**src/rtl/flash_line_buffer.sv**
```systemverilog
// rtl/flash_line_buffer.sv - single-line read prefetch buffer between the CPU read port and spimemio
module flash_line_buffer #(
  parameter int LINE_WORDS = 4
) (
  input  logic        clk,
  input  logic        resetn,
  input  logic        cpu_valid,
  output logic        cpu_ready,
  input  logic [23:0] cpu_addr,
  output logic [31:0] cpu_rdata,
  output logic        mem_valid,
  input  logic        mem_ready,
  output logic [23:0] mem_addr,
  input  logic [31:0] mem_rdata,
  input  logic        flush,
  output logic [15:0] hit_count,
  output logic [15:0] miss_count
);

  localparam int IDX_W = $clog2(LINE_WORDS);
  localparam int TAG_W = 22 - IDX_W;

  typedef enum logic [1:0] {IDLE, REQ, GAP, RESP} state_t;

  state_t             state, state_nxt;
  logic [31:0]        line_buf [LINE_WORDS];
  logic [TAG_W-1:0]   tag, tag_nxt;
  logic [IDX_W-1:0]   widx, widx_nxt;
  logic [IDX_W-1:0]   k, k_nxt, k_inc;
  logic               line_valid, line_valid_nxt;
  logic               flush_pend, flush_pend_nxt;
  logic               cpu_ready_nxt;
  logic [31:0]        cpu_rdata_nxt;
  logic               mem_valid_nxt;
  logic [23:0]        mem_addr_nxt;
  logic [15:0]        hit_nxt, miss_nxt;
  logic               buf_we;

  logic [TAG_W-1:0]   req_tag;
  logic [IDX_W-1:0]   req_idx;
  logic               accept, hit, take, last_word;

  assign req_tag   = cpu_addr[23:2+IDX_W];
  assign req_idx   = cpu_addr[1+IDX_W:2];
  // A request still visible while cpu_ready is high is the one just completed.
  assign accept    = cpu_valid && !cpu_ready;
  assign hit       = line_valid && (tag == req_tag) && !flush;
  assign take      = mem_valid && mem_ready;
  assign k_inc     = k + IDX_W'(1);
  assign last_word = (k == IDX_W'(LINE_WORDS - 1));

  function automatic logic [15:0] sat_inc(input logic [15:0] v);
    return (v == 16'hFFFF) ? v : v + 16'd1;
  endfunction

  always_ff @(posedge clk or negedge resetn) begin
    if (!resetn) state <= IDLE;
    else         state <= state_nxt;
  end

  always_comb begin
    state_nxt = state;
    case (state)
      IDLE: if (accept && !hit) state_nxt = REQ;
      REQ:  if (take) state_nxt = GAP;
      GAP:  state_nxt = last_word ? RESP : REQ;
      RESP: state_nxt = IDLE;
      default: state_nxt = IDLE;
    endcase
  end

  always_comb begin
    cpu_ready_nxt  = 1'b0;
    cpu_rdata_nxt  = cpu_rdata;
    mem_valid_nxt  = mem_valid;
    mem_addr_nxt   = mem_addr;
    tag_nxt        = tag;
    widx_nxt       = widx;
    k_nxt          = k;
    line_valid_nxt = line_valid;
    flush_pend_nxt = flush_pend;
    hit_nxt        = hit_count;
    miss_nxt       = miss_count;
    buf_we         = 1'b0;
    case (state)
      IDLE: begin
        flush_pend_nxt = 1'b0;
        if (flush) line_valid_nxt = 1'b0;
        if (accept) begin
          if (hit) begin
            cpu_rdata_nxt = line_buf[req_idx];
            cpu_ready_nxt = 1'b1;
            hit_nxt       = sat_inc(hit_count);
          end else begin
            line_valid_nxt = 1'b0;
            tag_nxt        = req_tag;
            widx_nxt       = req_idx;
            k_nxt          = '0;
            miss_nxt       = sat_inc(miss_count);
            mem_addr_nxt   = {req_tag, {IDX_W{1'b0}}, 2'b00};
          end
        end
      end
      REQ: begin
        if (flush) flush_pend_nxt = 1'b1;
        mem_valid_nxt = !take;
        buf_we        = take;
      end
      GAP: begin
        // Address advances while mem_valid is low so it never moves under an active request.
        if (flush) flush_pend_nxt = 1'b1;
        mem_valid_nxt = 1'b0;
        if (!last_word) begin
          k_nxt        = k_inc;
          mem_addr_nxt = {tag, k_inc, 2'b00};
        end
      end
      RESP: begin
        line_valid_nxt = !(flush_pend || flush);
        flush_pend_nxt = 1'b0;
        if (cpu_valid) begin
          cpu_rdata_nxt = line_buf[widx];
          cpu_ready_nxt = 1'b1;
        end
      end
      default: ;
    endcase
  end

  always_ff @(posedge clk or negedge resetn) begin
    if (!resetn) begin
      cpu_ready  <= 1'b0;
      cpu_rdata  <= '0;
      mem_valid  <= 1'b0;
      mem_addr   <= '0;
      tag        <= '0;
      widx       <= '0;
      k          <= '0;
      line_valid <= 1'b0;
      flush_pend <= 1'b0;
      hit_count  <= '0;
      miss_count <= '0;
    end else begin
      cpu_ready  <= cpu_ready_nxt;
      cpu_rdata  <= cpu_rdata_nxt;
      mem_valid  <= mem_valid_nxt;
      mem_addr   <= mem_addr_nxt;
      tag        <= tag_nxt;
      widx       <= widx_nxt;
      k          <= k_nxt;
      line_valid <= line_valid_nxt;
      flush_pend <= flush_pend_nxt;
      hit_count  <= hit_nxt;
      miss_count <= miss_nxt;
    end
  end

  always_ff @(posedge clk) begin
    if (buf_we) line_buf[k] <= mem_rdata;
  end

endmodule

```
**config.mk**
```make
export PLATFORM = sky130hd
export DESIGN_NAME = flash_line_buffer
export DESIGN_NICKNAME = d
export VERILOG_FILES = /design/src/rtl/flash_line_buffer.sv
export SDC_FILE = /design/constraint.sdc
export NUM_CORES = 1
export LEC_CHECK = 0
export ABC_CLOCK_PERIOD_IN_PS = 5600
export CORE_UTILIZATION = 35
export DETAILED_ROUTE_END_ITERATION = 8
export GPL_TIMING_DRIVEN = 0
export PLACE_DENSITY = 0.58
export SYNTH_ARGS = -nofsm -noshare
export SYNTH_HDL_FRONTEND = slang
export SYNTH_SLANG_ARGS = --single-unit
```
**constraint.sdc**
```tcl
create_clock -name clk -period 5.6 [get_ports clk]
set_input_delay 1.12 -clock clk [delete_from_list [all_inputs] [get_ports clk]]
set_output_delay 1.12 -clock clk [all_outputs]
set_load 0.1 [all_outputs]
```
==> impl_metrics.json <==
{
  "status": "finished clean",
  "insertion_delay_ns": 0.54,
  "fin_skew_ns": 0.0129,
  "worst_slew_pin_slew_ns": 1.08,
  "drv_cap": 0,
  "path_clk_slew_ns": 0.06,
  "io_buffers": 144,
  "dpl.hpwl_um": 16900,
  "via_count": 6606,
  "pwr-share-comb": 0.465,
  "cts_resized": 0,
  "synth_ff_type": "edfxtp_1",
  "drt_wl_total_um": 25400,
  "start_util": 0.355,
  "cp.depth": 1,
  "critPathBufInv": 1,
  "globalplace.congestion": 0.756,
  "die_w_um": 181,
  "period_share": 0.588,
  "worst-endpoint-required_ns": 4.48,
  "grt_pass1_vias": 6933,
  "viasPerCell": 5.19,
  "synth_edf_count": 128,
  "worst_path_max_delay_cell": "clkdlybuf4s50_1",
  "clkPwrFrac": 0.214,
  "gr-total-overflow": 0,
  "yosys.area_share.xor_xnor": 0.0360,
  "synth_cell_types": 51,
  "clk_path_buf_depth": 3,
  "synth_compound_area_frac": 0.0381,
  "layout_min_cycle_time_ns": 3.30,
  "leakage_nw": 5.21,
  "synth-seq-area-share": 0.598,
  "ant_nets": 0,
  "path_class": "reg -> out",
  "start_kind": "flip-flop",
  "critical-path-max-stage-delay_ns": 1.21,
  "ys_warn_count": 0,
  "drcViolationCount": 0,
  "cp_max_fo": 5,
  "cts_hold_buf": 0,
  "fmax_ghz": 0.303,
  "synth_top_cell_area_share": 0.343,
  "syn_area_um2": 11200,
  "grt_pass1_wl_um": 40500,
  "p_int_mw": 4.52,
  "min_path_cells": 1,
  "path_cells": "clkdlybuf4s50_1",
  "wl_per_cell_um": 19.9,
  "rows": 65,
  "avgSynthCellArea_um2": 16.7,
  "drive_gt1_frac": 0.288,
  "diodes": 0,
  "die_area_um2": 32700,
  "end_kind": "output port",
  "core_area_um2": 31600,
  "cts_tree": "built",
  "final_nets": 922,
  "crit_arrival_ns": 2.18,
  "globalRouteTotalUtil": 0.160,
  "drtIter0Drc": 385,
  "synth_seq_cells": 242,
  "cts_root_buffer": "clkbuf_16",
  "h-tree-depth": 1,
  "worst_r2r_path_depth": 9,
  "tns_ns": 0,
  "hold_violations": 0,
  "postLayoutCoreUtil": 0.447,
  "yosysMostFrequentCell": "edfxtp_1",
  "antenna_found_initial": 0,
  "synth.area.top_cells": "edfxtp_1, dfrtp_1, mux4_2, mux2_2, mux2_4",
  "synth_area_leader_cell": "edfxtp_1",
  "slew_headroom": 0.275,
  "finalSetupViolations": 0,
  "p_sw_frac": 0.425,
  "area_growth_syn_to_layout_pct": 26.0,
  "pre_cts_ws_ns": 1.80,
  "worstHoldPathType": "reg -> reg",
  "synthAdderAreaFrac": 0.0112,
  "postSynthCellCount": 671,
  "pin_count": 151,
  "die_y_um": 181,
  "cts_sinks": 242,
  "fin_ws_ns": 2.30,
  "pwr-share-seq": 0.321,
  "synth_common_cells": "edfxtp_1, dfrtp_1, mux4_2",
  "switchingPower_mw": 3.33,
  "critical_path.top_delay_family": "buffers and inverters",
  "cts_inserted_buffers": 28,
  "peakVddDrop_v": 0.000330,
  "slew_violations": 0,
  "synthSimpleGateAreaFrac": 0.0650,
  "synthMuxAreaShare": 0.228,
  "grt_start_max_net_pins": 71,
  "rsz0062_at_grt": "no",
  "synth_top_family_by_area": "multiplexers",
  "postCtsSetupBuffers": 0,
  "drt-pass1-iter-count": 5,
  "powerDensity_nw_per_um2": 556,
  "synthArstFlopShare": 0.471
}
==> layout make-up <==
| class | count | area (µm²) |
|---|---|---|
| clock inverter | 15 | 106 |
| inverter | 8 | 30.0 |
| fill | 2818 | 17400 |
| timing repair buffer | 149 | 1550 |
| multi-input combinational | 380 | 4250 |
| clock buffer | 36 | 741 |
| sequential | 242 | 6700 |
| buffer | 42 | 238 |
| tap | 402 | 503 |
==> worst register-to-register path: stages (launching register included) <==
cell,delay [ns]
dfrtp_1,0.42
inv_1,0.11
ha_1,0.33
inv_1,0.11
nor2_1,0.36
o31a_2,0.22
buf_2,0.24
clkbuf_1,0.41
nand4_1,0.19
xnor2_1,0.16
==> registers in the layout, indices dropped and copies added (netlist names), 2 cells and up <==
signal and flops:
line_buf 128, cpu_rdata 32, mem_addr 21, tag 20, hit_count 16, miss_count 16, state 2, widx 2
==> metal layers <==
layer / share of wire / wire length [µm] / global-route usage
met1: 0.44 / 11200 / 0.214
met2: 0.50 / 12700 / 0.275
met3: 0.041 / 1050 / 0.0230
met4: 0.016 / 398 / 0.0363
met5: 0 / 0 / 0
==> placed cells by master (no fill, tap or decap), types with 19 or more instances in the layout <==
cell type	n
clkdlybuf4s50_1	143
nand2_1	22
mux2_4	30
clkbuf_1	31
mux2_2	58
edfxtp_1	128
xor2_1	32
dfrtp_1	114
mux4_2	64
clkbuf_16	28
o221a_2	20
or4_1	19
==> metrics by stage <==
stage / instance area, µm² / cells / power [mW] / hold slack [ns]
2_1_floorplan: 11200 / 672 / 5.32 / 0.446
3_3_place_gp: 13200 / 1218 / 6.19 / 0.456
3_5_place_dp: 13300 / 1223 / 6.24 / 0.462
4_1_cts: 14100 / 1274 / 7.95 / 0.475
5_1_grt: 14100 / 1274 / 8.20 / 0.503
6_report: 14100 / 1274 / 7.85 / 0.472
==> kinds of logic (layout without fill, tap and decap cells) <==
| family | Yosys count | after routing |
|---|---|---|
| adder cells (fa/ha/maj) | 10 | 10 |
| multiplexers | 153 | 153 |
| AO/OA/AOI/OAI | 47 | 47 |
| buffers and inverters | 50 | 250 |
| AND/OR/NAND/NOR | 122 | 122 |
| other | 1 | 2 |
| flip-flops | 242 | 242 |
| XOR/XNOR | 46 | 46 |
==> power by group through the flow <==
stage                     clock network, mW  logic [mW]  registers (mW)
after global placement                    0        3.64            2.55
after CTS                              1.73        3.70            2.52
after floorplan                           0        1.33            3.99
after global routing                   1.80        3.83            2.57
after detailed placement                  0        3.68            2.55
final                                  1.68        3.65            2.52
==> worst paths after layout <==
path	startpoint	to	slack, ns
worst max-delay path	k[0]	mem_addr[2]	2.30
worst min register to register	flush_pend	flush_pend	0.47
worst min-delay path	flush_pend	flush_pend	0.47
max in group asynchronous	resetn	cpu_rdata[20]	4.34
min in group asynchronous	resetn	hit_count[6]	0.53
worst max register to register	state[0]	miss_count[10]	2.94
No activity file was read; power rests on OpenSTA's default activity.
